[src/rtl/fetch_unit_if.sv]
// Fetch-stage bus bundle: instruction-memory request/response and the decode-side queue head.
interface fetch_unit_if #(
  parameter int ADDR_W = 32,
  parameter int DATA_W = 32
);
  logic              imem_req_valid;
  logic              imem_req_ready;
  logic [ADDR_W-1:0] imem_addr;
  logic              imem_rsp_valid;
  logic [DATA_W-1:0] imem_rsp_data;
  logic              inst_valid;
  logic              inst_ready;
  logic [DATA_W-1:0] inst_out;
  logic [ADDR_W-1:0] pc_out;
  logic [ADDR_W-1:0] pc4_out;

  modport master (
    output imem_req_valid, imem_addr, inst_valid, inst_out, pc_out, pc4_out,
    input  imem_req_ready, imem_rsp_valid, imem_rsp_data, inst_ready
  );

  modport slave (
    input  imem_req_valid, imem_addr, inst_valid, inst_out, pc_out, pc4_out,
    output imem_req_ready, imem_rsp_valid, imem_rsp_data, inst_ready
  );
endinterface

[src/rtl/fetch_unit.sv]
// Instruction fetch stage: multi-outstanding imem requests, prefetch queue, and
// redirect handling that squashes queued and in-flight fetches.
module fetch_unit #(
  parameter int                ADDR_W          = 32,
  parameter int                DATA_W          = 32,
  parameter logic [ADDR_W-1:0] RESET_PC        = 'h0040_0000,
  parameter logic [ADDR_W-1:0] EXC_VECTOR      = 'h8000_0180,
  parameter int                FIFO_DEPTH      = 4,
  parameter int                MAX_OUTSTANDING = 2
) (
  input  logic              clk,
  input  logic              rst_n,
  input  logic              br,
  input  logic [ADDR_W-1:0] br_pc4,
  input  logic [ADDR_W-1:0] sign,
  input  logic              jmp,
  input  logic [ADDR_W-1:0] fixed,
  input  logic              except,
  fetch_unit_if.master      bus
);
  localparam int PW = $clog2(FIFO_DEPTH);
  localparam int CW = PW + 1;
  localparam int OW = $clog2(MAX_OUTSTANDING + 1);
  localparam int SW = ((CW > OW) ? CW : OW) + 1;

  typedef struct packed {
    logic [DATA_W-1:0] inst;
    logic [ADDR_W-1:0] pc;
  } entry_t;

  logic [ADDR_W-1:0] fetch_pc_q, fetch_pc_d, rsp_pc_q, rsp_pc_d;
  logic [OW-1:0]     outst_q, outst_d, drop_q, drop_d;
  logic [CW-1:0]     cnt_q, cnt_d;
  logic [PW-1:0]     rd_q, rd_d, wr_q, wr_d;
  entry_t            mem_q [FIFO_DEPTH];
  entry_t            mem_d [FIFO_DEPTH];

  logic              redirect, req_valid, req_fire, drop, push, pop, head_valid;
  logic [ADDR_W-1:0] target;
  logic [SW-1:0]     occ;
  entry_t            head;

  always_comb begin
    redirect = except | br | jmp;
    if (except)  target = EXC_VECTOR;
    else if (br) target = br_pc4 + (sign << 2);
    else         target = fixed;
    target = target & ~ADDR_W'(3);

    // Queue slots are reserved for every in-flight fetch, so a response can always be pushed.
    occ        = SW'(cnt_q) + SW'(outst_q);
    req_valid  = rst_n && !redirect && (outst_q < OW'(MAX_OUTSTANDING)) && (occ < SW'(FIFO_DEPTH));
    req_fire   = req_valid && bus.imem_req_ready;
    drop       = bus.imem_rsp_valid && (drop_q != '0);
    push       = bus.imem_rsp_valid && !drop && !redirect;
    head_valid = (cnt_q != '0);
    pop        = head_valid && bus.inst_ready && !redirect;

    fetch_pc_d = fetch_pc_q;
    rsp_pc_d   = rsp_pc_q;
    drop_d     = drop_q;
    rd_d       = rd_q;
    wr_d       = wr_q;
    mem_d      = mem_q;
    outst_d    = outst_q + OW'(req_fire) - OW'(bus.imem_rsp_valid);
    cnt_d      = cnt_q + CW'(push) - CW'(pop);

    if (req_fire) fetch_pc_d = fetch_pc_q + ADDR_W'(4);
    if (drop)     drop_d     = drop_q - OW'(1);
    if (push) begin
      mem_d[wr_q] = '{inst: bus.imem_rsp_data, pc: rsp_pc_q};
      wr_d        = wr_q + PW'(1);
      rsp_pc_d    = rsp_pc_q + ADDR_W'(4);
    end
    if (pop) rd_d = rd_q + PW'(1);

    // Everything still in flight after this cycle belongs to the old path.
    if (redirect) begin
      fetch_pc_d = target;
      rsp_pc_d   = target;
      cnt_d      = '0;
      rd_d       = '0;
      wr_d       = '0;
      drop_d     = outst_d;
    end

    head               = mem_q[rd_q];
    bus.imem_req_valid = req_valid;
    bus.imem_addr      = fetch_pc_q;
    bus.inst_valid     = head_valid;
    bus.inst_out       = head_valid ? head.inst : '0;
    bus.pc_out         = head_valid ? head.pc : '0;
    bus.pc4_out        = head_valid ? head.pc + ADDR_W'(4) : '0;
  end

  always_ff @(posedge clk or negedge rst_n) begin
    if (!rst_n) begin
      fetch_pc_q <= RESET_PC;
      rsp_pc_q   <= RESET_PC;
      outst_q    <= '0;
      drop_q     <= '0;
      cnt_q      <= '0;
      rd_q       <= '0;
      wr_q       <= '0;
      for (int i = 0; i < FIFO_DEPTH; i++) mem_q[i] <= '0;
    end else begin
      fetch_pc_q <= fetch_pc_d;
      rsp_pc_q   <= rsp_pc_d;
      outst_q    <= outst_d;
      drop_q     <= drop_d;
      cnt_q      <= cnt_d;
      rd_q       <= rd_d;
      wr_q       <= wr_d;
      mem_q      <= mem_d;
    end
  end
endmodule

[src/flat_wrapper.sv]
// flat-port wrapper written by rule: the top's interface ports become plain ports
module fetch_unit_flat 
#(
  parameter int                ADDR_W          = 32,
  parameter int                DATA_W          = 32,
  parameter logic [ADDR_W-1:0] RESET_PC        = 'h0040_0000,
  parameter logic [ADDR_W-1:0] EXC_VECTOR      = 'h8000_0180,
  parameter int                FIFO_DEPTH      = 4,
  parameter int                MAX_OUTSTANDING = 2
)
  (clk, rst_n, br, br_pc4, sign, jmp, fixed, except, bus_imem_req_valid, bus_imem_addr, bus_inst_valid, bus_inst_out, bus_pc_out, bus_pc4_out, bus_imem_req_ready, bus_imem_rsp_valid, bus_imem_rsp_data, bus_inst_ready);
  fetch_unit_if #(.ADDR_W(ADDR_W), .DATA_W(DATA_W)) bus_i ();
  input  logic clk;
  input  logic rst_n;
  input  logic br;
  input  logic [ADDR_W-1:0] br_pc4;
  input  logic [ADDR_W-1:0] sign;
  input  logic jmp;
  input  logic [ADDR_W-1:0] fixed;
  input  logic except;
  output wire logic [$bits(bus_i.imem_req_valid)-1:0] bus_imem_req_valid;
  output wire logic [$bits(bus_i.imem_addr)-1:0] bus_imem_addr;
  output wire logic [$bits(bus_i.inst_valid)-1:0] bus_inst_valid;
  output wire logic [$bits(bus_i.inst_out)-1:0] bus_inst_out;
  output wire logic [$bits(bus_i.pc_out)-1:0] bus_pc_out;
  output wire logic [$bits(bus_i.pc4_out)-1:0] bus_pc4_out;
  input wire logic [$bits(bus_i.imem_req_ready)-1:0] bus_imem_req_ready;
  input wire logic [$bits(bus_i.imem_rsp_valid)-1:0] bus_imem_rsp_valid;
  input wire logic [$bits(bus_i.imem_rsp_data)-1:0] bus_imem_rsp_data;
  input wire logic [$bits(bus_i.inst_ready)-1:0] bus_inst_ready;
  assign bus_imem_req_valid = bus_i.imem_req_valid;
  assign bus_imem_addr = bus_i.imem_addr;
  assign bus_inst_valid = bus_i.inst_valid;
  assign bus_inst_out = bus_i.inst_out;
  assign bus_pc_out = bus_i.pc_out;
  assign bus_pc4_out = bus_i.pc4_out;
  assign bus_i.imem_req_ready = bus_imem_req_ready;
  assign bus_i.imem_rsp_valid = bus_imem_rsp_valid;
  assign bus_i.imem_rsp_data = bus_imem_rsp_data;
  assign bus_i.inst_ready = bus_inst_ready;
  fetch_unit #(.ADDR_W(ADDR_W), .DATA_W(DATA_W), .RESET_PC(RESET_PC), .EXC_VECTOR(EXC_VECTOR), .FIFO_DEPTH(FIFO_DEPTH), .MAX_OUTSTANDING(MAX_OUTSTANDING)) u_core (.clk(clk), .rst_n(rst_n), .br(br), .br_pc4(br_pc4), .sign(sign), .jmp(jmp), .fixed(fixed), .except(except), .bus(bus_i));
endmodule
[config.mk]
export PLATFORM = sky130hd
export DESIGN_NAME = fetch_unit_flat
export DESIGN_NICKNAME = d
export VERILOG_FILES = /design/src/rtl/fetch_unit_if.sv /design/src/rtl/fetch_unit.sv /design/src/flat_wrapper.sv
export SDC_FILE = /design/constraint.sdc
export NUM_CORES = 1
export LEC_CHECK = 0
export ABC_AREA = 1
export ABC_CLOCK_PERIOD_IN_PS = 3500
export CAP_MARGIN = 10
export CORE_ASPECT_RATIO = 2
export CORE_MARGIN = 2
export CORE_UTILIZATION = 31
export DETAILED_ROUTE_END_ITERATION = 10
export GPL_TIMING_DRIVEN = 1
export HOLD_SLACK_MARGIN = 0.03
export PLACE_DENSITY = 0.54
export SLEW_MARGIN = 40
export SYNTH_ARGS = -nofsm -noshare
export SYNTH_HDL_FRONTEND = slang
export SYNTH_SLANG_ARGS = --single-unit
[constraint.sdc]
create_clock -name clk -period 3.5 [get_ports clk]
set_clock_uncertainty 0.2 [all_clocks]
set_input_delay 0.525 -clock clk [delete_from_list [all_inputs] [get_ports clk]]
set_output_delay 0.525 -clock clk [all_outputs]
set_load 0.01 [all_outputs]
== After elaboration in Yosys (flattened, before gate mapping) ==
Index checks and enable logic that the tools add are counted.

* Flip-flop bits (word level): 331
* Input port bits: 136
* Output and inout port bits: 130
* Word-level logic and storage cells: 76

* Add/sub/neg operators: 12
* Order comparisons: 5
* Muxes and demuxes: 22
* Bitwise logic cells: 4
* Reductions and logical operators: 18

{| class="wikitable"
|+ Operator list
! kind !! number
|-
| $mux 32 || 9
|-
| $bwmux 256 || 1
|-
| $mux 64 || 3
|-
| $bmux 64 s2 || 1
|-
| $demux 64 s2 || 1
|-
| $add 32x3->32 const B || 3
|-
| $add 32x32->32 || 1
|-
| $mux 2 || 6
|-
| $logic_and 1x1->1 || 10
|-
| $reduce_bool 2->1 || 5
|-
| $ge 3x3->1 const B || 2
|-
| $not 2->3 || 2
|-
| $add 2x1->2 const B || 2
|-
| $add 3x2->4 || 1
|-
| $lt 4x3->1 const B || 1
|-
| $add 3x1->3 || 1
|-
| $lt 3x1->1 const B || 1
|-
| $mux 3 || 1
|-
| $reduce_bool 3->1 || 1
|-
| $sub 3x1->3 || 1
|-
| $add 2x1->2 || 1
|-
| $logic_not 1->1 || 2
|-
| $lt 2x2->1 const B || 1
|-
| $or 1x1->1 || 2
|-
| 2 further kinds || 2
|}

== Longest topological paths before layout ==
Gate-level depths: netlist of the first run.

* Depth after elaboration: 10
* Depth in mapped cells: 17
* Depth with buffers taken out: 16

== Least setup slack after synthesis of the first run ==
Ideal clock, no wire load.

* Path type: reg-to-output
* Start: reg u_core.rd_q[0]
* End: out bus_pc4_out[26]
* Data arrival time: 2.213 ns
* Data required time: 2.775 ns
* Path slack: 0.562 ns
* Cell stages (with the launch flop): 16
* Cell sequence: dfrtp_1 > buf_6 > clkinv_4 > buf_4 > nand2_2 > a32oi_4 > ha_1 > nand3_1 > nor2_2 > nand2_1 > inv_1 > nand2_1 > nor2_2 > nand3_1 > xor2_1 > nor2_1

* Longest elaborated chain between the ends: 6

{| class="wikitable"
|+ Ends and longest elaborated chain
! element !! RTL line !! text
|-
| from (decl) || fetch_unit.sv:34 || <nowiki>logic [PW-1:0] rd_q, rd_d, wr_q, wr_d;</nowiki>
|-
| from (signal assigned) || fetch_unit.sv:112 || <nowiki>rd_q <= rd_d;</nowiki>
|-
| $not 2->3 (not written as such) || fetch_unit.sv:87 || <nowiki>head = mem_q[rd_q];</nowiki>
|-
| $bmux 64 s2 || fetch_unit.sv:87 ||
|-
| $mux 64 (not written as such) (2 in series) || fetch_unit.sv:87 ||
|-
| $add 32x3->32 || fetch_unit.sv:93 || <nowiki>bus.pc4_out = head_valid ? head.pc + ADDR_W'(4) : '0;</nowiki>
|-
| $mux 32 || fetch_unit.sv:93 ||
|-
| to (decl) || flat_wrapper.sv:26 || <nowiki>output wire logic [$bits(bus_i.pc4_out)-1:0] bus_pc4_out;</nowiki>
|}

No other way between the ends. The select of a mux whose other input is x is not followed.

== Worst setup path after layout of the first run ==
Ends and elaborated chain as after synthesis.

==> impl_metrics.json, run 1 <==
{
  "irDropWorstVdd_mv": 0.338,
  "synth_ff_type": "dfrtp_1",
  "worstMarginPinSlew_ns": 0.774,
  "dpl.hpwl_um": 50200,
  "p_sw_share_pct": 33.1,
  "clock_sinks": 319,
  "drc_errors": 0,
  "maxCapViolations": 0,
  "clock-root-buffer": "clkbuf_16",
  "placed_cells": 3690,
  "syn-cell-area_sq_mm": 0.0190,
  "violations": "negative setup slack",
  "path_clk_slew_ns": 0.07,
  "ys_ff_latch": 319,
  "grt_use_total_pct": 21.9,
  "syn_avg_cell_area_sq_um": 7.07,
  "timing.fmax_mhz": 276,
  "synth_warnings": 0,
  "antenna_cells": 0,
  "fill_cells": 6170,
  "rsz0062_at_grt": "true",
  "die_h_um": 355,
  "cts_buffers": 31,
  "drt-initial-drc-count": 1463,
  "core_sq_mm": 0.0609,
  "avgViaCountPerCell": 5.08,
  "place_area_sq_mm": 0.0229,
  "power_frac_seq_pct": 39.0,
  "status": "finished, violations left",
  "slew_headroom_pct": 48.4,
  "io_pins": 266,
  "rows": 128,
  "syn_inst": 2694,
  "final_util_pct": 42.9,
  "worstPathMaxFanout": 7,
  "grt_pass1_wl_um": 108000,
  "vias": 19500,
  "synthTopCellsByCount": "nand2_1, o21ai_0, nor2_1, dfrtp_1, inv_1",
  "synth_top_area_cell": "dfrtp_1",
  "synth_edf_count": 0,
  "synth_top_family_by_area": "simple AND/OR/NAND/NOR gates",
  "gp_congestion": 0.964,
  "wire_per_inst_um": 18.6,
  "cts_tree": "built",
  "setup_ws_ns": -0.127,
  "numPortBuffers": 253,
  "area_growth_pct": 37.0,
  "die_area_sq_mm": 0.0636,
  "insertion_delay_ns": 0.61,
  "synth-simple-area-share_pct": 29.7,
  "initial_utilization_pct": 31.3,
  "final_cells": 3845,
  "synth-xor-area-share_pct": 2.12,
  "synth-seq-area-share_pct": 41.9,
  "synthAdderAreaFrac_pct": 2.97,
  "critical_path_class": "register to output port",
  "synth_most_common_cell": "nand2_1",
  "async_reset_ff_share_pct": 100,
  "synthMuxAreaShare_pct": 0,
  "maxSlewViolCount": 0,
  "internal-power_uw": 7610,
  "grt_pass1_vias": 19200,
  "hold_path.class": "input pin to asynchronous set/reset pin",
  "arrival_ns": 2.90,
  "fin_crit_ns": 3.63,
  "finalSetupViolations": 19,
  "hold_violations": 0,
  "p_comb_share_pct": 28.8,
  "grt_antenna_before_repair": 2,
  "pre_cts_slack_ns": 0.00309,
  "layout-drive-gt1-share_pct": 15.3,
  "endpoint_kind": "output port",
  "slowest_stage": "dfrtp_4",
  "p_per_area_mw_per_mm2": 436,
  "switching_power_uw": 3770,
  "ant_nets": 0,
  "final_nets": 3221,
  "die_w_um": 179,
  "synth_compound_area_share_pct": 15.7,
  "ys_types": 52,
  "wl_um": 71500,
  "yosysTopAreaCellShare_pct": 41.6,
  "post-route-period-util_pct": 104,
  "worstPathCellList": "buf_12, clkinv_16, nand2_2, nand3_2, nand2_2, inv_2, ha_4, nand3_4, nor2_4, nand2_1, inv_2, nand2_4, nor2_4, buf_6, nand3_2, xor2_1, nor2_1, buf_2",
  "clockBufferDepth": 3,
  "grt_overflow": 0,
  "slowest_delay_ns": 0.54,
  "cp.required_ns": 2.77,
  "cp-start-kind": "register",
  "design_area_sq_mm": 0.0261,
  "drt_first_pass_iters": 5,
  "htreeDepth": 1,
  "grt_max_degree": 91,
  "leakage_uw": 0.0122,
  "clkPwrFrac_pct": 32.3,
  "whs_ns": 0.175,
  "yosys-top-cells-area": "dfrtp_1, nand2_1, o21ai_0"
}
-- metal layers --
layer / global-route usage [%] / part of all wire, % / wire [um] / vias up
met1: 23.9 / 36 / 26100 / 9184
met2: 39.6 / 51 / 36500 / 752
met4: 12.0 / 6.2 / 4470 / 2
met3: 3.33 / 6.2 / 4400 / 181
li1: - / - / - / 9425
met5: 0 / 0.018 / 13 / -
-- critical path: cells and delay by family (launching register included) --
family	cells	cell delay [ns]
AND/OR/NAND/NOR	10	0.76
flip-flops	1	0.54
buffers and inverters	6	0.67
adder cells (fa/ha/maj)	1	0.15
XOR/XNOR	1	0.15
-- cell usage in the layout, fill, tap and decap left out, drive strengths merged, types with 27 or more instances in the layout --
master	Yosys	final
a21oi	118	118
o21ai	394	394
nand3	130	130
nor2	412	412
clkdlybuf4s50	0	205
nand2	750	750
inv	211	214
xor2	30	30
nor3	31	31
nand4	27	27
dfrtp	317	317
ha	42	42
buf	43	204
clkbuf	91	45
-- logic make-up after synthesis --
| group | count (synthesis) |
|---|---|
| other | 1 |
| buffers and inverters | 348 |
| flip-flops | 319 |
| XOR/XNOR | 46 |
| adder cells (fa/ha/maj) | 44 |
| AO/OA/AOI/OAI | 565 |
| AND/OR/NAND/NOR | 1371 |
-- flip-flops by register name, indices dropped and copies added (netlist names) --
| signal | count |
|---|---|
| u_core.outst_q | 2 |
| u_core.drop_q | 2 |
| u_core.cnt_q | 3 |
| u_core.mem_q | 248 |
| u_core.wr_q | 2 |
| u_core.rsp_pc_q | 30 |
| u_core.rd_q | 2 |
| u_core.bus.imem_addr | 30 |
-- through the flow --
stage	setup TNS (ns)	power [uW]
after floorplan	0	5960
after global placement	0	7090
after detailed placement	0	7150
after CTS	-0.967	11100
after global routing	-4.72	12000
final	-1.04	11400
-- power groups by stage --
stage	Sequential (uW)	Clock (uW)	Combinational, uW
after global routing	4480	3910	3610
after global placement	4460	0	2630
final	4430	3670	3270
after detailed placement	4470	0	2680
after CTS	4410	3780	2940
after floorplan	4410	0	1550
-- final cells by class --
type / count / area, sq um / share of cell area [%]
clock buffer: 39 / 826 / 3.16
clock inverter: 18 / 268 / 1.03
inverter: 214 / 821 / 3.14
multi-input combinational: 2032 / 10600 / 40.4
sequential: 319 / 7990 / 30.6
tap: 780 / 976 / 3.74
timing repair buffer: 442 / 4630 / 17.8
timing repair inverter: 1 / 30.0 / 0.115
-- worst paths after layout --
path | from | end | slack (ns) | depth (start not counted)
setup / recovery | u_core.rd_q[0]$_DFFE_PN0P_ | bus_pc4_out[26] | -0.13 | 18
hold / removal | rst_n | u_core.mem_q[248]$_DFFE_PN0P_ | 0.18 | 2
setup reg to reg | u_core.cnt_q[1]$_DFF_PN0_ | u_core.bus.imem_addr[19]$_DFFE_PN0P_ | 0.79 | 12
hold reg to reg | u_core.mem_q[44]$_DFFE_PN0P_ | u_core.mem_q[44]$_DFFE_PN0P_ | 0.28 | 2
max in group asynchronous | rst_n | u_core.mem_q[163]$_DFFE_PN0P_ | 1.67 | 4
min in group clk | br | u_core.cnt_q[0]$_DFF_PN0_ | 0.21 | 4
-- timing repair --
action | in CTS | in global routing
resized for setup | 203 | 172
cloned | 13 | 4
endpoints found under the hold margin | 94 | 0
setup buffers | 41 | 43
endpoints found under the setup margin | 31 | 48
hold buffers | 1 | 0
pin swaps | 36 | 82
Note: power is estimated with default switching activity, not from simulation.
==> inputs of run 2 (changes only) <==
==> constraint.sdc (replaced) <==
create_clock -name clk -period 3.5 [get_ports clk]
set_clock_uncertainty 0.2 [all_clocks]
set_input_delay 0.525 -clock clk [delete_from_list [all_inputs] [get_ports clk]]
set_output_delay 0.525 -clock clk [all_outputs]
set_load 0.1 [all_outputs]
==> run 2 against run 1 <==
Against the previous run: the run still ends with negative setup slack left; sequential share of layout area about the same; critical path type unchanged; setup slack worse by 0.083 ns; largest power group unchanged; first-iteration DRC count down 8.2%.
==> impl_metrics.json, run 2 (same netlist as run 1, synthesis figures left out) <==
{
  "wl_um": 72600,
  "fill_cells": 6247,
  "dpl.hpwl_um": 53000,
  "hold_path.class": "input pin to asynchronous set/reset pin",
  "finalSetupViolations": 21,
  "die_w_um": 179,
  "regArea_sq_mm": 0.00799,
  "worstPathMaxFanout": 12,
  "htreeDepth": 1,
  "setup_ws_ns": -0.211,
  "core_sq_mm": 0.0609,
  "layout_commonest_cell": "nand2_1",
  "grt_antenna_before_repair": 1,
  "area_growth_pct": 36.9,
  "io_pins": 266,
  "cp-start-kind": "register",
  "vias": 19200,
  "clock_sinks": 319,
  "cts_tree": "built",
  "endpoint_kind": "output port",
  "avgViaCountPerCell": 5.07,
  "initial_utilization_pct": 31.3,
  "p_per_area_mw_per_mm2": 434,
  "grt_pass1_vias": 19300,
  "rsz0062_at_grt": "true",
  "antenna_cells": 0,
  "timing.fmax_mhz": 269,
  "multi_input_area_sq_mm": 0.0103,
  "wire_per_inst_um": 19.1,
  "drt_first_pass_iters": 8,
  "critical_path_class": "register to output port",
  "die_h_um": 355,
  "violations": "negative setup slack",
  "numPortBuffers": 253,
  "arrival_ns": 2.99,
  "ant_nets": 0,
  "slowest_delay_ns": 0.51,
  "post-route-period-util_pct": 106,
  "insertion_delay_ns": 0.59,
  "slew_headroom_pct": 50.6,
  "drt-initial-drc-count": 1343,
  "hold_violations": 0,
  "clock-root-buffer": "clkbuf_16",
  "largest_reg_flops": 248,
  "finalSetupTns_ns": -2.89,
  "leakage_uw": 0.0117,
  "cp.required_ns": 2.77,
  "final_nets": 3171,
  "die_area_sq_mm": 0.0636,
  "status": "finished, violations left",
  "worstPathCellList": "buf_12, clkinv_8, clkbuf_16, nand2_1, nand3_1, nand2_4, nor2_4, nand2_1, nor2_2, nand4_1, xnor2_1, nor2_1, buf_12",
  "grt_pass1_wl_um": 110000,
  "fin_crit_ns": 3.71,
  "grt_max_degree": 108,
  "gp_congestion": 0.951,
  "place_area_sq_mm": 0.0237,
  "grt_use_total_pct": 22.5,
  "regMostFlops": "u_core.mem_q",
  "path_clk_slew_ns": 0.07,
  "slowest_stage": "dfrtp_4",
  "design_area_sq_mm": 0.0261,
  "worstMarginPinSlew_ns": 0.734,
  "layout-drive-gt1-share_pct": 16.4,
  "maxSlewViolCount": 0,
  "clockBufferDepth": 3,
  "mostFrequentLayoutCells": "nand2_1, o21ai_0, nor2_1",
  "irDropWorstVdd_mv": 0.345,
  "drc_errors": 0,
  "grt_overflow": 0,
  "rows": 128,
  "cts_buffers": 31,
  "maxCapViolations": 0
}
## run 2: changes by cell type in the layout (fill, tap and decap cells not counted), sizes merged, moves of 2 or more
cell           change
bufinv             -3
dlymetal6s2s      -13
clkdlybuf4s50     -78
clkinvlp           +2
clkinv             -2
buf               +52
dlygate4sd2        -7
## run 2: critical path, delay by kind of cell (launching register included)
kind | cells | cell delay, ns
buffers and inverters | 4 | 0.62
flip-flops | 1 | 0.51
AND/OR/NAND/NOR | 8 | 1.06
XOR/XNOR | 1 | 0.20
## run 2: per-stage QoR
step | utilization, % | hold WS, ns | cells | total power [uW] | setup slack [ns]
final | 42.8 | 0.174 | 3794 | 11300 | -0.211
after floorplan | - | 0.0294 | 2699 | 6300 | 0.00769
after global routing | 42.8 | 0.173 | 3794 | 11900 | -0.343
after global placement | 38.9 | 0.176 | 3682 | 7380 | -0.0370
after CTS | 42.0 | 0.149 | 3773 | 11300 | -0.230
after detailed placement | 39.0 | 0.178 | 3683 | 7430 | -0.0668
## run 2: final timing paths
kind                                          startpoint                       endpoint  slack [ns]  cells past startpoint
setup / recovery              u_core.rd_q[0]$_DFFE_PN0P_                bus_pc4_out[21]       -0.21                     13
hold / removal                                     rst_n  u_core.mem_q[241]$_DFFE_PN0P_        0.17                      2
setup reg to reg               u_core.cnt_q[1]$_DFF_PN0_      u_core.cnt_q[2]$_DFF_PN0_        0.79                     13
hold reg to reg            u_core.mem_q[185]$_DFFE_PN0P_  u_core.mem_q[185]$_DFFE_PN0P_        0.28                      2
max in group asynchronous                          rst_n     u_core.rd_q[0]$_DFFE_PN0P_        1.65                      4
min in group clk                                      br      u_core.cnt_q[0]$_DFF_PN0_        0.27                      4
## run 2: area by class of cell
class / instances / area share [%]
inverters: 214 / 3.14
repair inverters: 2 / 0.125
multi-input cells: 2032 / 39.3
clock inverters: 13 / 0.648
repair buffers: 391 / 18.9
clock buffers: 43 / 3.53
well taps: 780 / 3.74
flip-flops and latches: 319 / 30.6
## run 2: repair_timing
action                                  4_1_cts  5_1_grt
resized for setup                            94       62
pin swaps                                    29       38
buffers inserted                             27       17
hold endpoints to repair                    111        0
endpoints found under the setup margin       24       25
gates cloned                                  6        4
hold buffers                                  1        0
## run 2: power by group
| group | switching, uW | total (uW) | internal, uW | leakage, uW |
|---|---|---|---|---|
| logic | 2130 | 3300 | 1170 | 0.00687 |
| clock network | 1540 | 3600 | 2060 | 0.000527 |
| registers | 310 | 4420 | 4110 | 0.00431 |
## run 2: routing by layer
metal	GRT usage (%)	part of all wire, %	vias up
li1	-	-	9315
met2	41.5	52	677
met1	24.0	36	9100
met3	3.11	5.6	153
met5	0	0.018	-
met4	12.3	6.0	2
==> inputs of run 3 (changes only) <==
Settings changed: CAP_MARGIN 10 to default.
==> results of run 3 <==
The final DEF is identical to that of run 2; final timing and power are the same.
